==> config.mk <==
export PLATFORM = sky130hd
export DESIGN_NAME = icache_req_arb
export DESIGN_NICKNAME = d
export VERILOG_FILES = /design/src/rtl/icache_req_arb.sv
export SDC_FILE = /design/constraint.sdc
export NUM_CORES = 1
export LEC_CHECK = 0
export ABC_AREA = 1
export BUFFER_PORTS_ARGS = -buffer_cell sky130_fd_sc_hd__buf_2
export CORE_AREA = 2 2 247 249
export DETAILED_ROUTE_END_ITERATION = 6
export DIE_AREA = 0 0 249 251
export GPL_ROUTABILITY_DRIVEN = 0
export PLACE_DENSITY = 0.35
export SYNTH_ARGS = -nofsm -noshare
export SYNTH_HDL_FRONTEND = slang
export SYNTH_SLANG_ARGS = --single-unit
==> constraint.sdc <==
create_clock -name clk -period 5.5 [get_ports clk]
set_clock_uncertainty 0.1 [all_clocks]
set_input_delay 0.825 -clock clk [delete_from_list [all_inputs] [get_ports clk]]
set_output_delay 0.825 -clock clk [all_outputs]
set_load 0.01 [all_outputs]
==> src/rtl/icache_req_arb.sv <==
// icache_req_arb: shares the icache request/response port pair among fetch requesters.
// Define ICACHE_REQ_ARB_FIXED_PRIO_EN for fixed priority (requester 0 highest).
module icache_req_arb #(
  parameter int NUM_REQ         = 2,
  parameter int ADDR_WIDTH      = 32,
  parameter int TXNID_WIDTH     = 4,
  parameter int DATA_WIDTH      = 256,
  parameter int MAX_OUTSTANDING = 8
) (
  input  logic                              clk,
  input  logic                              rst_n,
  input  logic [NUM_REQ-1:0]                req_vld,
  output logic [NUM_REQ-1:0]                req_rdy,
  input  logic [NUM_REQ*ADDR_WIDTH-1:0]     req_addr,
  output logic [NUM_REQ-1:0]                rsp_vld,
  input  logic [NUM_REQ-1:0]                rsp_rdy,
  output logic [DATA_WIDTH-1:0]             rsp_data,
  output logic                              upstream_rxreq_vld,
  input  logic                              upstream_rxreq_rdy,
  output logic [TXNID_WIDTH+ADDR_WIDTH-1:0] upstream_rxreq_pld,
  input  logic                              upstream_txdat_vld,
  output logic                              upstream_txdat_rdy,
  input  logic [DATA_WIDTH-1:0]             upstream_txdat_data,
  input  logic [TXNID_WIDTH-1:0]            upstream_txdat_txnid,
  input  logic                              flush_req,
  output logic                              flush_done,
  output logic                              err_unexp_txnid
);
  localparam int NTAG = 1 << TXNID_WIDTH;
  localparam int RW   = (NUM_REQ > 1) ? $clog2(NUM_REQ) : 1;
  localparam int CW   = $clog2(MAX_OUTSTANDING + 1);

  typedef enum logic [1:0] {RUN, DRAIN, DONE} state_t;

  state_t                          state_q;
  state_t                          state_d;
  logic                            run;
  logic [NTAG-1:0]                 free_q;
  logic [RW-1:0]                   owner_q [NTAG];
  logic [CW-1:0]                   cnt_q [NUM_REQ];
  logic                            out_vld_q;
  logic [TXNID_WIDTH+ADDR_WIDTH-1:0] out_pld_q;
  logic                            err_q;

  logic                            stage_ok;
  logic                            gnt_any;
  logic [NUM_REQ-1:0]              elig;
  logic [NUM_REQ-1:0]              gnt;
  logic [RW-1:0]                   win;
  logic [RW-1:0]                   cand;
  logic [RW:0]                     sum;
  logic [TXNID_WIDTH-1:0]          tag;
  logic [ADDR_WIDTH-1:0]           addr_sel;
  logic [RW-1:0]                   rsp_owner;
  logic                            txn_alloc;
  logic                            rel;
  logic [NUM_REQ-1:0]              rel_vec;
`ifndef ICACHE_REQ_ARB_FIXED_PRIO_EN
  logic [RW-1:0]                   rr_ptr_q;
`endif

  // a full stage may still take a grant when it hands off this cycle
  assign stage_ok = ~out_vld_q | upstream_rxreq_rdy;

  always_comb begin
    elig = '0;
    for (int i = 0; i < NUM_REQ; i++) begin
      elig[i] = req_vld[i] & run & (|free_q) & stage_ok &
                (cnt_q[i] < CW'(MAX_OUTSTANDING));
    end
  end

  always_comb begin
    gnt     = '0;
    win     = '0;
    gnt_any = 1'b0;
    cand    = '0;
    sum     = '0;
    for (int k = 0; k < NUM_REQ; k++) begin
`ifdef ICACHE_REQ_ARB_FIXED_PRIO_EN
      cand = RW'(k);
`else
      sum = {1'b0, rr_ptr_q} + (RW+1)'(k);
      if (sum >= (RW+1)'(NUM_REQ)) sum = sum - (RW+1)'(NUM_REQ);
      cand = sum[RW-1:0];
`endif
      if (!gnt_any && elig[cand]) begin
        gnt_any = 1'b1;
        win     = cand;
      end
    end
    if (gnt_any) gnt[win] = 1'b1;
  end

  assign req_rdy = gnt;

  always_comb begin
    tag = '0;
    for (int t = NTAG - 1; t >= 0; t--) begin
      if (free_q[t]) tag = TXNID_WIDTH'(t);
    end
  end

  always_comb begin
    addr_sel = '0;
    for (int i = 0; i < NUM_REQ; i++) begin
      if (gnt[i]) addr_sel = req_addr[i*ADDR_WIDTH +: ADDR_WIDTH];
    end
  end

  assign rsp_owner = owner_q[upstream_txdat_txnid];
  assign txn_alloc = ~free_q[upstream_txdat_txnid];
  assign rsp_data  = upstream_txdat_data;
  // unknown txnids are swallowed so the icache never stalls on them
  assign upstream_txdat_rdy = txn_alloc ? rsp_rdy[rsp_owner] : 1'b1;
  assign rel = upstream_txdat_vld & txn_alloc & rsp_rdy[rsp_owner];

  always_comb begin
    rsp_vld = '0;
    rsp_vld[rsp_owner] = upstream_txdat_vld & txn_alloc;
  end

  always_comb begin
    rel_vec = '0;
    for (int i = 0; i < NUM_REQ; i++) begin
      rel_vec[i] = rel & (rsp_owner == RW'(i));
    end
  end

  always_ff @(posedge clk) begin
    if (!rst_n) state_q <= RUN;
    else        state_q <= state_d;
  end

  always_comb begin
    state_d = state_q;
    unique case (state_q)
      RUN:     if (flush_req) state_d = DRAIN;
      DRAIN:   if (&free_q && !out_vld_q) state_d = DONE;
      DONE:    if (!flush_req) state_d = RUN;
      default: state_d = RUN;
    endcase
  end

  always_comb begin
    run        = (state_q == RUN);
    flush_done = (state_q == DONE);
  end

  always_ff @(posedge clk) begin
    if (!rst_n) begin
      free_q <= '1;
      for (int t = 0; t < NTAG; t++) owner_q[t] <= '0;
    end else begin
      if (gnt_any) begin
        free_q[tag]  <= 1'b0;
        owner_q[tag] <= win;
      end
      if (rel) free_q[upstream_txdat_txnid] <= 1'b1;
    end
  end

  always_ff @(posedge clk) begin
    for (int i = 0; i < NUM_REQ; i++) begin
      if (!rst_n)                      cnt_q[i] <= '0;
      else if (gnt[i] && !rel_vec[i])  cnt_q[i] <= cnt_q[i] + 1'b1;
      else if (!gnt[i] && rel_vec[i])  cnt_q[i] <= cnt_q[i] - 1'b1;
    end
  end

  always_ff @(posedge clk) begin
    if (!rst_n) begin
      out_vld_q <= 1'b0;
      out_pld_q <= '0;
      err_q     <= 1'b0;
    end else begin
      if (gnt_any) begin
        out_vld_q <= 1'b1;
        out_pld_q <= {tag, addr_sel};
      end else if (upstream_rxreq_rdy) begin
        out_vld_q <= 1'b0;
      end
      if (upstream_txdat_vld && !txn_alloc) err_q <= 1'b1;
    end
  end

`ifndef ICACHE_REQ_ARB_FIXED_PRIO_EN
  always_ff @(posedge clk) begin
    if (!rst_n)       rr_ptr_q <= '0;
    else if (gnt_any) rr_ptr_q <= (win == RW'(NUM_REQ - 1)) ? '0 : win + 1'b1;
  end
`endif

  assign upstream_rxreq_vld = out_vld_q;
  assign upstream_rxreq_pld = out_pld_q;
  assign err_unexp_txnid    = err_q;

endmodule

Word level (Yosys, flattened, before mapping)
Memory sizes are Yosys's and may differ from the RTL's.
Cells that the tools add are included.
- register bits: 57
- RAM bits: 24
- bits of input ports: 333
- output and inout bits: 300
- word-level logic and storage cells: 159
- memories: 2
- memory list (name ; words ; bits a word ; rd ports ; clocked after Yosys merged registers in ; wr ports ; line ; RTL):
    owner_q ; 16 ; 1 ; 1 ; 0 ; 16 ; 39 ; logic [RW-1:0] owner_q [NTAG];
    cnt_q ; 2 ; 4 ; 2 ; 0 ; 2 ; 40 ; logic [CW-1:0] cnt_q [NUM_REQ];
- add/subtract/negate cells: 8
- magnitude comparators: 14
- equality and inequality tests: 5
- multiplexer cells: 77
- bitwise logic cells: 24
- reduce and logical (&&, ||, !) cells: 23
- operator list (operator ; count):
    $mux 4 ; 21
    $mux 32 ; 2
    $mux 16 ; 3
    $mux 1 ; 41
    $and 16x16->16 ; 1
    $not 16->16 ; 1
    $or 16x16->16 ; 1
    $reduce_and 16->1 ; 1
    $reduce_or 16->1 ; 1
    $and 1x1->1 ; 12
    $logic_and 1x1->1 ; 11
    $lt 4x5->1 const B ; 2
    $add 4x1->4 const B ; 2
    $demux 1 s4 ; 2
    $ge 4x1->1 const B ; 2
    $lt 1x2->1 const B ; 4
    $lt 4x4->1 const B ; 2
    $mux 2 ; 4
    $sub 4x1->4 const B ; 2
    $logic_not 1->1 ; 6
    $ne 2x2->1 const B ; 3
    $pmux 2 s3 ; 1
    $or 1x1->1 ; 5
    $bmux 1 s4 ; 1
    15 further kinds ; 20

Logic depth before layout (Yosys ltp)
Gate-level depths: netlist of the first run.
- depth after elaboration: 26
- gate-level depth with buffers: 19
- depth with buffers taken out: 19

Worst setup path after synthesis of the first run
No wires, ideal clock.
- path type: input-to-reg
- from: in upstream_txdat_txnid[1]
- to: mem cnt_q[1][3] (netlist name), data pin
- setup time: 253 ps
- arrival time: 2672 ps
- data required time: 5147 ps
- slack: 2475 ps
- cell stages on the path: 16
- buffers on the path: 0
- cells stage by stage: nand2_1 -> o22ai_1 -> o21ai_0 -> nand2_1 -> nor2_1 -> nand2_2 -> nor2_4 -> nand3_2 -> inv_1 -> ha_1 -> a21oi_1 -> nand2_1 -> xor2_1 -> o21ai_0 -> o21ai_1 -> inv_1
- RTL lines (item ; line ; RTL):
    from (decl) ; 24 ; input logic [TXNID_WIDTH-1:0] upstream_txdat_txnid,
    to (decl) ; 40 ;

==> results of run 1 <==
## area by class of cell
cell class                 instances  area (µm²)  area share, %
timing repair buffer             123         623           10.6
sequential                        81        1700           29.0
multi-input combinational        415        2020           34.5
clock inverter                     7        62.6           1.07
clock buffer                       9         225           3.84
tap                              782         978           16.7
inverter                          66         250           4.27
## cells in the final DEF (no fill, tap or decap), drive strengths merged, types with 2 or more instances in the layout
master	netlist	final
nand2	211	211
buf	266	123
dfxtp	73	73
inv	65	69
nand3	41	41
a31oi	33	33
nor2	33	33
o21ai	25	25
nand4	16	16
a21oi	13	13
o22ai	10	10
clkbuf	9	9
a22oi	8	8
edfxtp	8	8
nor3	5	5
xor2	4	4
ha	4	4
clkinv	1	3
xnor2	2	2
o211ai	2	2
nor4	2	2
o31ai	2	2
## cell families (layout without fill, tap and decap cells)
group           Yosys count  count (layout)  synth area share (%)
fa+ha+maj                 5               5                  1.17
simple gates            309             309                  22.3
buf+inv                 341             205                  37.7
compound gates           94              94                  9.32
flops                    81              81                  28.5
mux                       1               1                 0.168
xor+xnor                  6               6                 0.880
## power groups by stage
stage	clock network [mW]	registers, mW	logic, mW
2_1_floorplan	0	0.712	0.384
3_3_place_gp	0	0.702	0.360
3_5_place_dp	0	0.701	0.361
4_1_cts	0.644	0.690	0.361
5_1_grt	0.662	0.695	0.397
6_report	0.605	0.688	0.355
## state kept, by name (all words and copies together) (netlist names)
signal              flops
owner_q                16
upstream_rxreq_vld      1
free_q                 16
rr_ptr_q                1
err_unexp_txnid         1
state_q                 2
cnt_q                   8
upstream_rxreq_pld     36
## tightest hold or removal path: cells and delay by family, from the launching register on
family	cells	cell delay, ns
DFF	1	0.33
and+or+nand+nor	2	0.10
## metrics by stage
step | total power [mW] | hold slack (ns) | area, µm²
4_1_cts | 1.70 | 0.370 | 5860
6_report | 1.65 | 0.367 | 5860
2_1_floorplan | 1.10 | 0.329 | 5970
3_3_place_gp | 1.06 | 0.349 | 5570
5_1_grt | 1.75 | 0.381 | 5860
3_5_place_dp | 1.06 | 0.357 | 5570
## worst paths after layout
kind / slack, ns / endpoint / depth (start not counted)
hold / removal: 0.37 / free_q[9]$_SDFF_PN1_ / 2
hold reg to reg: 0.37 / free_q[9]$_SDFF_PN1_ / 2
setup / recovery: 2.14 / cnt_q[1][3]$_SDFFCE_PN0P_ / 12
setup reg to reg: 2.57 / cnt_q[1][3]$_SDFFCE_PN0P_ / 17
## metal layers
metal  vias up  GRT usage, %
met5         -         0.463
met4         2          4.95
met3       105          2.84
met2       312          9.60
met1      2041          6.06
li1       2163             -
## cell usage after synthesis, types with 3 or more instances
cell / number / area (µm²)
buf_4: 256 / 1920
nand2_1: 205 / 769
dfxtp_1: 73 / 1460
inv_1: 55 / 206
nand3_1: 40 / 200
a31oi_1: 33 / 206
nor2_1: 28 / 105
o21ai_0: 24 / 120
nand4_1: 15 / 93.8
a21oi_1: 13 / 65.1
o22ai_1: 10 / 62.6
clkbuf_1: 9 / 33.8
inv_2: 9 / 33.8
a22oi_1: 8 / 60.1
edfxtp_1: 8 / 240
buf_2: 7 / 35.0
nand2_2: 5 / 31.3
ha_1: 4 / 50.1
nor3_1: 4 / 20.0
xor2_1: 4 / 35.0
buf_1: 3 / 11.3
nor2_4: 3 / 33.8
==> impl_metrics.toml, run 1 <==
[power]
switching_power_uw = 559
p_leak_nw = 2.50
power_density_mw_per_mm2 = 281
p_int_mw = 1.09
pwr-share-seq_pct = 41.7
ir_drop_mv = 0.113
p_comb_share_pct = 21.5
pwr-share-clk_pct = 36.7
switching_share_pct = 33.9

[logic_synthesis]
syn_nets = 1175
synthCells = 837
syn-cell-area_mm2 = 0.00597
synth_cell_types = 38
synth.avg_cell_area_um2 = 7.14
synth_warnings = 0
synth-seq-cells = 81
ys_async_sr_fraction_pct = 0
ys.flop_type = "dfxtp_1"
synth_edf_count = 8
synth-seq-area-share_pct = 28.5

[drt]
route.met2.wl_um = 8900
vias_per_cell = 3.12
wl_met1_um = 7190
drt-pass1-iter-count = 4
drtAntennaViolNets = 0
routedWlPerCell_um = 13.1
vias = 4623
top_layer_used = "met5"
drt-total-wl_um = 19400
route.detailed.drc = 0
drt_iter0_markers = 239
met3_length_um = 2040

[worst_setup_path]
critPathMaxStageDelay_ns = 0.58
path_delay_family = "buffers and inverters"
cp_num_buf_inv = 4
criticalPathCategory = "in -> reg"
path_cells = "buf_2 > inv_2 > nor2_1 > nand3_2 > inv_1 > ha_1 > a21oi_1 > nand2_1 > xor2_1 > o21ai_0 > o21ai_1 > inv_1"
required_ns = 5.50
r2r_start = "free_q[1]$_SDFF_PN1_"
arrival_ns = 3.36
worstSetupEndpointType = "flop"
start_kind = "input pin"
critPathLaunch = "rst_n"
crit_top_cell = "inv_1"
critPathMaxFanout = 44
crit_slowest_cell = "inv_2"

[placement]
portBuffers = 120
post-place-ws_ns = 1.75
post-place-cells = 1467
dpl.hpwl_um = 15300

[cts]
numClockSinks = 81
root_buffer = "clkbuf_16"
clock_path_buffers = 2
h-tree-depth = 3
cts_resized = 0
insertion_delay_ns = 0.36
cts_buffers = 9
clk_pin_slew_ns = 0.08
cts_hold_repair.buffers = 0
post-cts-setup-buffer-count = 0
cts_tree = "built"

[timing]
finalWorstSetupSlack_ns = 2.14
finalCritPeriodShare_pct = 61.1
worst_slew_pin_slew_ns = 0.964
grt_setup_unrepaired = "no"
maxSlewViolCount = 0
setup_tns_ns = 0
clock.fmax_mhz = 297
fin_crit_ns = 3.36
relSlewSlack_pct = 35.6
setup_viol = 0
hold_viol_final = 0

[run]
cap_violations = 0

[global_routing]
grt_overflow = 0
antenna_found_initial = 4
grt_max_degree = 45
grt_pass1_wl_um = 27800
grt_usage_pct = 6.05
grt_pass1_vias = 4490

[final_layout]
n_antenna_cell = 0
layout-drive-gt1-share_pct = 23.4
fin_util_pct = 9.80
syn2layout_area_growth_pct = -1.88
nNetsFinal = 1034
final_cell_count_no_fill = 1483
n_fill_cell = 6973

[die]
rows = 90
die_area_mm2 = 0.0625
die_y_um = 251
pin_count = 633
die_w_um = 249
fp.coreArea_mm2 = 0.0598
initial_core_util_pct = 9.99

[run_status]
status = "complete, no violations"

[worst_hold_path]
hold_class = "reg -> reg"
hold_start = "free_q[9]$_SDFF_PN1_"
(Power assumes the default switching activity.)
==> run 2: changes to the inputs <==
Settings changed: CORE_AREA 2 2 247 249 to 2 2 243 245, DIE_AREA 0 0 249 251 to 0 0 245 247, PLACE_DENSITY 0.35 to 0.37.
Clock period 5.5 ns to 3.05 ns, I/O delays scaled along.
==> run 2 against run 1 <==
Worst setup slack worse by 1.8 ns; via count up 3.3%; power up 90%.
==> impl_metrics.toml, run 2 (synthesis gave the netlist of run 1 again) <==
[die]
fp.coreArea_mm2 = 0.0582
rows = 89
pin_count = 633
initial_core_util_pct = 10.3
die_area_mm2 = 0.0605
die_w_um = 245
die_y_um = 247

[worst_setup_path]
cp_num_buf_inv = 4
r2r_start = "free_q[3]$_SDFF_PN1_"
criticalPathCategory = "reg -> out"
arrival_ns = 2.19
rr_worst_depth = 17
path_cells = "nor2_1 > nand4_1 > inv_1 > nand2_1 > or2_4 > clkinv_1 > buf_4 > buf_2"
start_kind = "flop"
reg2reg_to = "cnt_q[1][3]$_SDFFCE_PN0P_"
worstSetupEndpointType = "primary output"
crit_slowest_cell = "buf_4"
path_delay_family = "simple AND/OR/NAND/NOR gates"
critPathMaxFanout = 33
rrSetupSlack_ns = 0.34
critPathMaxStageDelay_ns = 0.34
required_ns = 2.49

[timing]
finalCritPeriodShare_pct = 90.0
setup_viol = 0
relSlewSlack_pct = 60.2
hold_slack_ns = 0.266
grt_setup_unrepaired = "no"
setup_tns_ns = 0
fin_crit_ns = 2.74
maxSlewViolCount = 0
hold_viol_final = 0
clock.fmax_mhz = 364
worst_slew_pin_slew_ns = 0.598

[cts]
clk_pin_slew_ns = 0.07
cts_buffers = 9
cts_resized = 0
root_buffer = "clkbuf_16"
cts_tree = "built"
numClockSinks = 81
cts_hold_repair.buffers = 0
h-tree-depth = 3
post-cts-setup-buffer-count = 0
clock_path_buffers = 2
insertion_delay_ns = 0.35

[drt]
drt-total-wl_um = 21600
vias = 4774
route.detailed.drc = 0
routedWlPerCell_um = 14.4
drtAntennaViolNets = 0
vias_per_cell = 3.19
drt-pass1-iter-count = 5
drt_iter0_markers = 210

[placement]
dpl.hpwl_um = 17200
post-place-cells = 1482
portBuffers = 120

[worst_hold_path]
whs_endpoint = "upstream_rxreq_pld[13]$_SDFFE_PN0N_"
hold_class = "in -> reg"
hold_depth = 3
hold_start = "req_addr[13]"

[global_routing]
grt_usage_pct = 6.96
antenna_found_initial = 1
grt_pass1_wl_um = 30500
grt_overflow = 0
grt_pass1_vias = 4746
grt_max_degree = 44

[final_layout]
layout_common_cells = "nand2_1, buf_2, dfxtp_1, inv_1, nand3_1"
syn2layout_area_growth_pct = 1.44
largest_reg_flops = 36
fin_util_pct = 10.4
final_cell_count_no_fill = 1498
nNetsFinal = 1058
n_antenna_cell = 0
layout_commonest_cell = "nand2_1"
layout-drive-gt1-share_pct = 25.8

[power]
power_density_mw_per_mm2 = 516
p_leak_nw = 2.63
ir_drop_mv = 0.292
fin_total_pwr_mw = 3.13

[run]
cap_violations = 0

[run_status]
status = "complete, no violations"
run 2: layout make-up:
class	instances	area, µm²
multi-input cells	415	2020
fillers	6761	52200
clock inverters	6	88.8
clock buffers	10	229
inverters	66	250
well taps	773	967
repair buffers	147	803
flip-flops and latches	81	1700
run 2: tightest hold or removal path, cell delays in order:
cell,delay (ns)
buf_2,0.09
nand2_1,0.05
a31oi_1,0.06
run 2: worst max path at each step:
stage	slack (ns)	cells past startpoint	end	startpoint
6_report	0.31	8	req_rdy[1]	state_q[0]$_SDFFE_PN0P_
5_1_grt	0.02	17	cnt_q[1][3]$_SDFFCE_PN0P_	free_q[3]$_SDFF_PN1_
4_1_cts	0.26	8	req_rdy[1]	state_q[0]$_SDFFE_PN0P_
3_5_place_dp	0.09	18	cnt_q[1][3]$_SDFFCE_PN0P_	upstream_txdat_txnid[1]
3_3_place_gp	0.11	18	cnt_q[1][3]$_SDFFCE_PN0P_	upstream_txdat_txnid[1]
2_1_floorplan	0.39	16	cnt_q[1][3]$_SDFFCE_PN0P_	upstream_txdat_txnid[1]
run 2: per-stage QoR:
| step | instance area, µm² | worst slack (ns) |
|---|---|---|
| floorplan | 5970 | 0.392 |
| global placement | 5740 | 0.108 |
| detailed placement | 5740 | 0.0885 |
| CTS | 6060 | 0.263 |
| global route | 6060 | 0.0241 |
| finish | 6060 | 0.306 |
run 2: routing by layer:
layer	global-route usage [%]	up-vias	wire length (µm)
li1	-	2193	-
met1	6.53	2107	7440
met2	11.4	326	9990
met3	2.92	146	2190
met4	6.67	2	1960
met5	0.245	-	18
run 2: power breakdown:
group	total [mW]	leakage, nW	switching, mW	internal (mW)
Sequential	1.24	0.682	0.0634	1.18
Clock	1.22	0.157	0.494	0.722
Combinational	0.673	1.79	0.432	0.241
==> run 3: changes to the inputs <==
--- a/constraint.sdc
+++ b/constraint.sdc
@@ -3,3 +3,3 @@
 set_input_delay 0.4575 -clock clk [delete_from_list [all_inputs] [get_ports clk]]
 set_output_delay 0.4575 -clock clk [all_outputs]
-set_load 0.01 [all_outputs]
+set_load 0.05 [all_outputs]
==> run 3 against run 2 <==
Routed wire length decreased by 0.12%; worst hold slack got worse by 0.0039 ns; non-clock buffer count is 1 higher; fmax fell by 4.6%; die area stayed put; combinational power up 36%; worst setup slack got worse by 0.13 ns.
==> impl_metrics.toml, run 3 (synthesis gave the netlist of run 1 again) <==
[run_status]
status = "complete, no violations"

[timing]
fin_crit_ns = 2.88
hold_viol_final = 0
hold_slack_ns = 0.262
setup_tns_ns = 0
finalCritPeriodShare_pct = 94.3
relSlewSlack_pct = 58.6
grt_setup_unrepaired = "no"
finalWorstSetupSlack_ns = 0.173
worst_slew_pin_slew_ns = 0.616
setup_viol = 0
clock.fmax_mhz = 348
maxSlewViolCount = 0

[final_layout]
n_antenna_cell = 0
nNetsFinal = 1059
layout-drive-gt1-share_pct = 26.2
n_fill_cell = 6810
largest_reg_flops = 36
layout_common_cells = "nand2_1, buf_2, dfxtp_1, inv_1, nand3_1"
final_cell_count_no_fill = 1498
layout_commonest_cell = "nand2_1"
syn2layout_area_growth_pct = 1.99

[run]
cap_violations = 0

[die]
die_w_um = 245
fp.coreArea_mm2 = 0.0582
rows = 89
die_y_um = 247
initial_core_util_pct = 10.3
pin_count = 633
die_area_mm2 = 0.0605

[power]
power_density_mw_per_mm2 = 564
fin_total_pwr_mw = 3.44
ir_drop_mv = 0.270
p_leak_nw = 2.65

[placement]
post-place-cells = 1483
post-place-ws_ns = 0.0880
portBuffers = 120
dpl.hpwl_um = 17200

[global_routing]
grt_pass1_wl_um = 30400
antenna_found_initial = 1
grt_max_degree = 44
grt_usage_pct = 6.93
grt_overflow = 0
grt_pass1_vias = 4703

[cts]
root_buffer = "clkbuf_16"
cts_buffers = 9
h-tree-depth = 3
clk_pin_slew_ns = 0.07
clock_path_buffers = 2
cts_hold_repair.buffers = 0
cts_tree = "built"
numClockSinks = 81
insertion_delay_ns = 0.35

[worst_setup_path]
arrival_ns = 2.32
required_ns = 2.49
worstSetupEndpointType = "primary output"
rrSetupSlack_ns = 0.35
criticalPathCategory = "reg -> out"
start_kind = "flop"
critPathMaxFanout = 33

[drt]
drtAntennaViolNets = 0
vias_per_cell = 3.19
route.detailed.drc = 0
vias = 4779
drt-total-wl_um = 21600
drt-pass1-iter-count = 4
routedWlPerCell_um = 14.4
drt_iter0_markers = 211

[worst_hold_path]
hold_class = "in -> reg"
==> run 3: per-stage QoR <==
step	area [µm²]	util [%]
finish	6090	10.5
global placement	5750	9.87
global route	6090	10.5
detailed placement	5750	9.87
floorplan	5970	-
CTS	6090	10.5
==> run 3: final cells by class <==
type,instances,area [µm²],share of cell area [%]
inverters,66,250,4.11
repair buffers,148,811,13.3
well taps,773,967,15.9
clock buffers,11,264,4.33
multi-input cells,415,2030,33.2
clock inverters,4,73.8,1.21
flip-flops and latches,81,1700,27.9
==> run 3: worst paths after layout <==
| path | cells after the start | to | start |
|---|---|---|---|
| setup / recovery | 8 | req_rdy[1] | state_q[0]$_SDFFE_PN0P_ |
| hold / removal | 3 | upstream_rxreq_pld[12]$_SDFFE_PN0N_ | req_addr[12] |
| setup reg to reg | 15 | cnt_q[1][3]$_SDFFCE_PN0P_ | state_q[0]$_SDFFE_PN0P_ |
| hold reg to reg | 2 | err_unexp_txnid$_SDFFE_PN0P_ | err_unexp_txnid$_SDFFE_PN0P_ |
==> run 3: worst max-delay path, cell delays in order, from the launching register on <==
cell      delay (ns)
dfxtp_1         0.32
nor2_1          0.20
nand4_1         0.26
inv_1           0.11
nand2_1         0.06
or2_4           0.24
clkinv_1        0.06
buf_4           0.34
buf_2           0.34
==> run 3: routing by layer <==
layer | part of all wire, % | vias to the layer above | GRT usage, %
li1 | - | 2194 | -
met1 | 35 | 2116 | 6.53
met2 | 47 | 324 | 11.4
met3 | 10 | 141 | 3.16
met4 | 7.7 | 4 | 6.04
met5 | 0.15 | - | 0.245
==> run 3: where the power goes <==
part | switching (mW) | total, mW | leakage [nW] | internal (mW)
clock | 0.495 | 1.28 | 0.167 | 0.787
combinational | 0.672 | 0.915 | 1.80 | 0.243
sequential | 0.0616 | 1.24 | 0.682 | 1.18
==> run 3: repair_timing <==
item	in CTS	in global routing
resized for setup	0	2
setup buffers	0	0
setup endpoints to repair	0	1
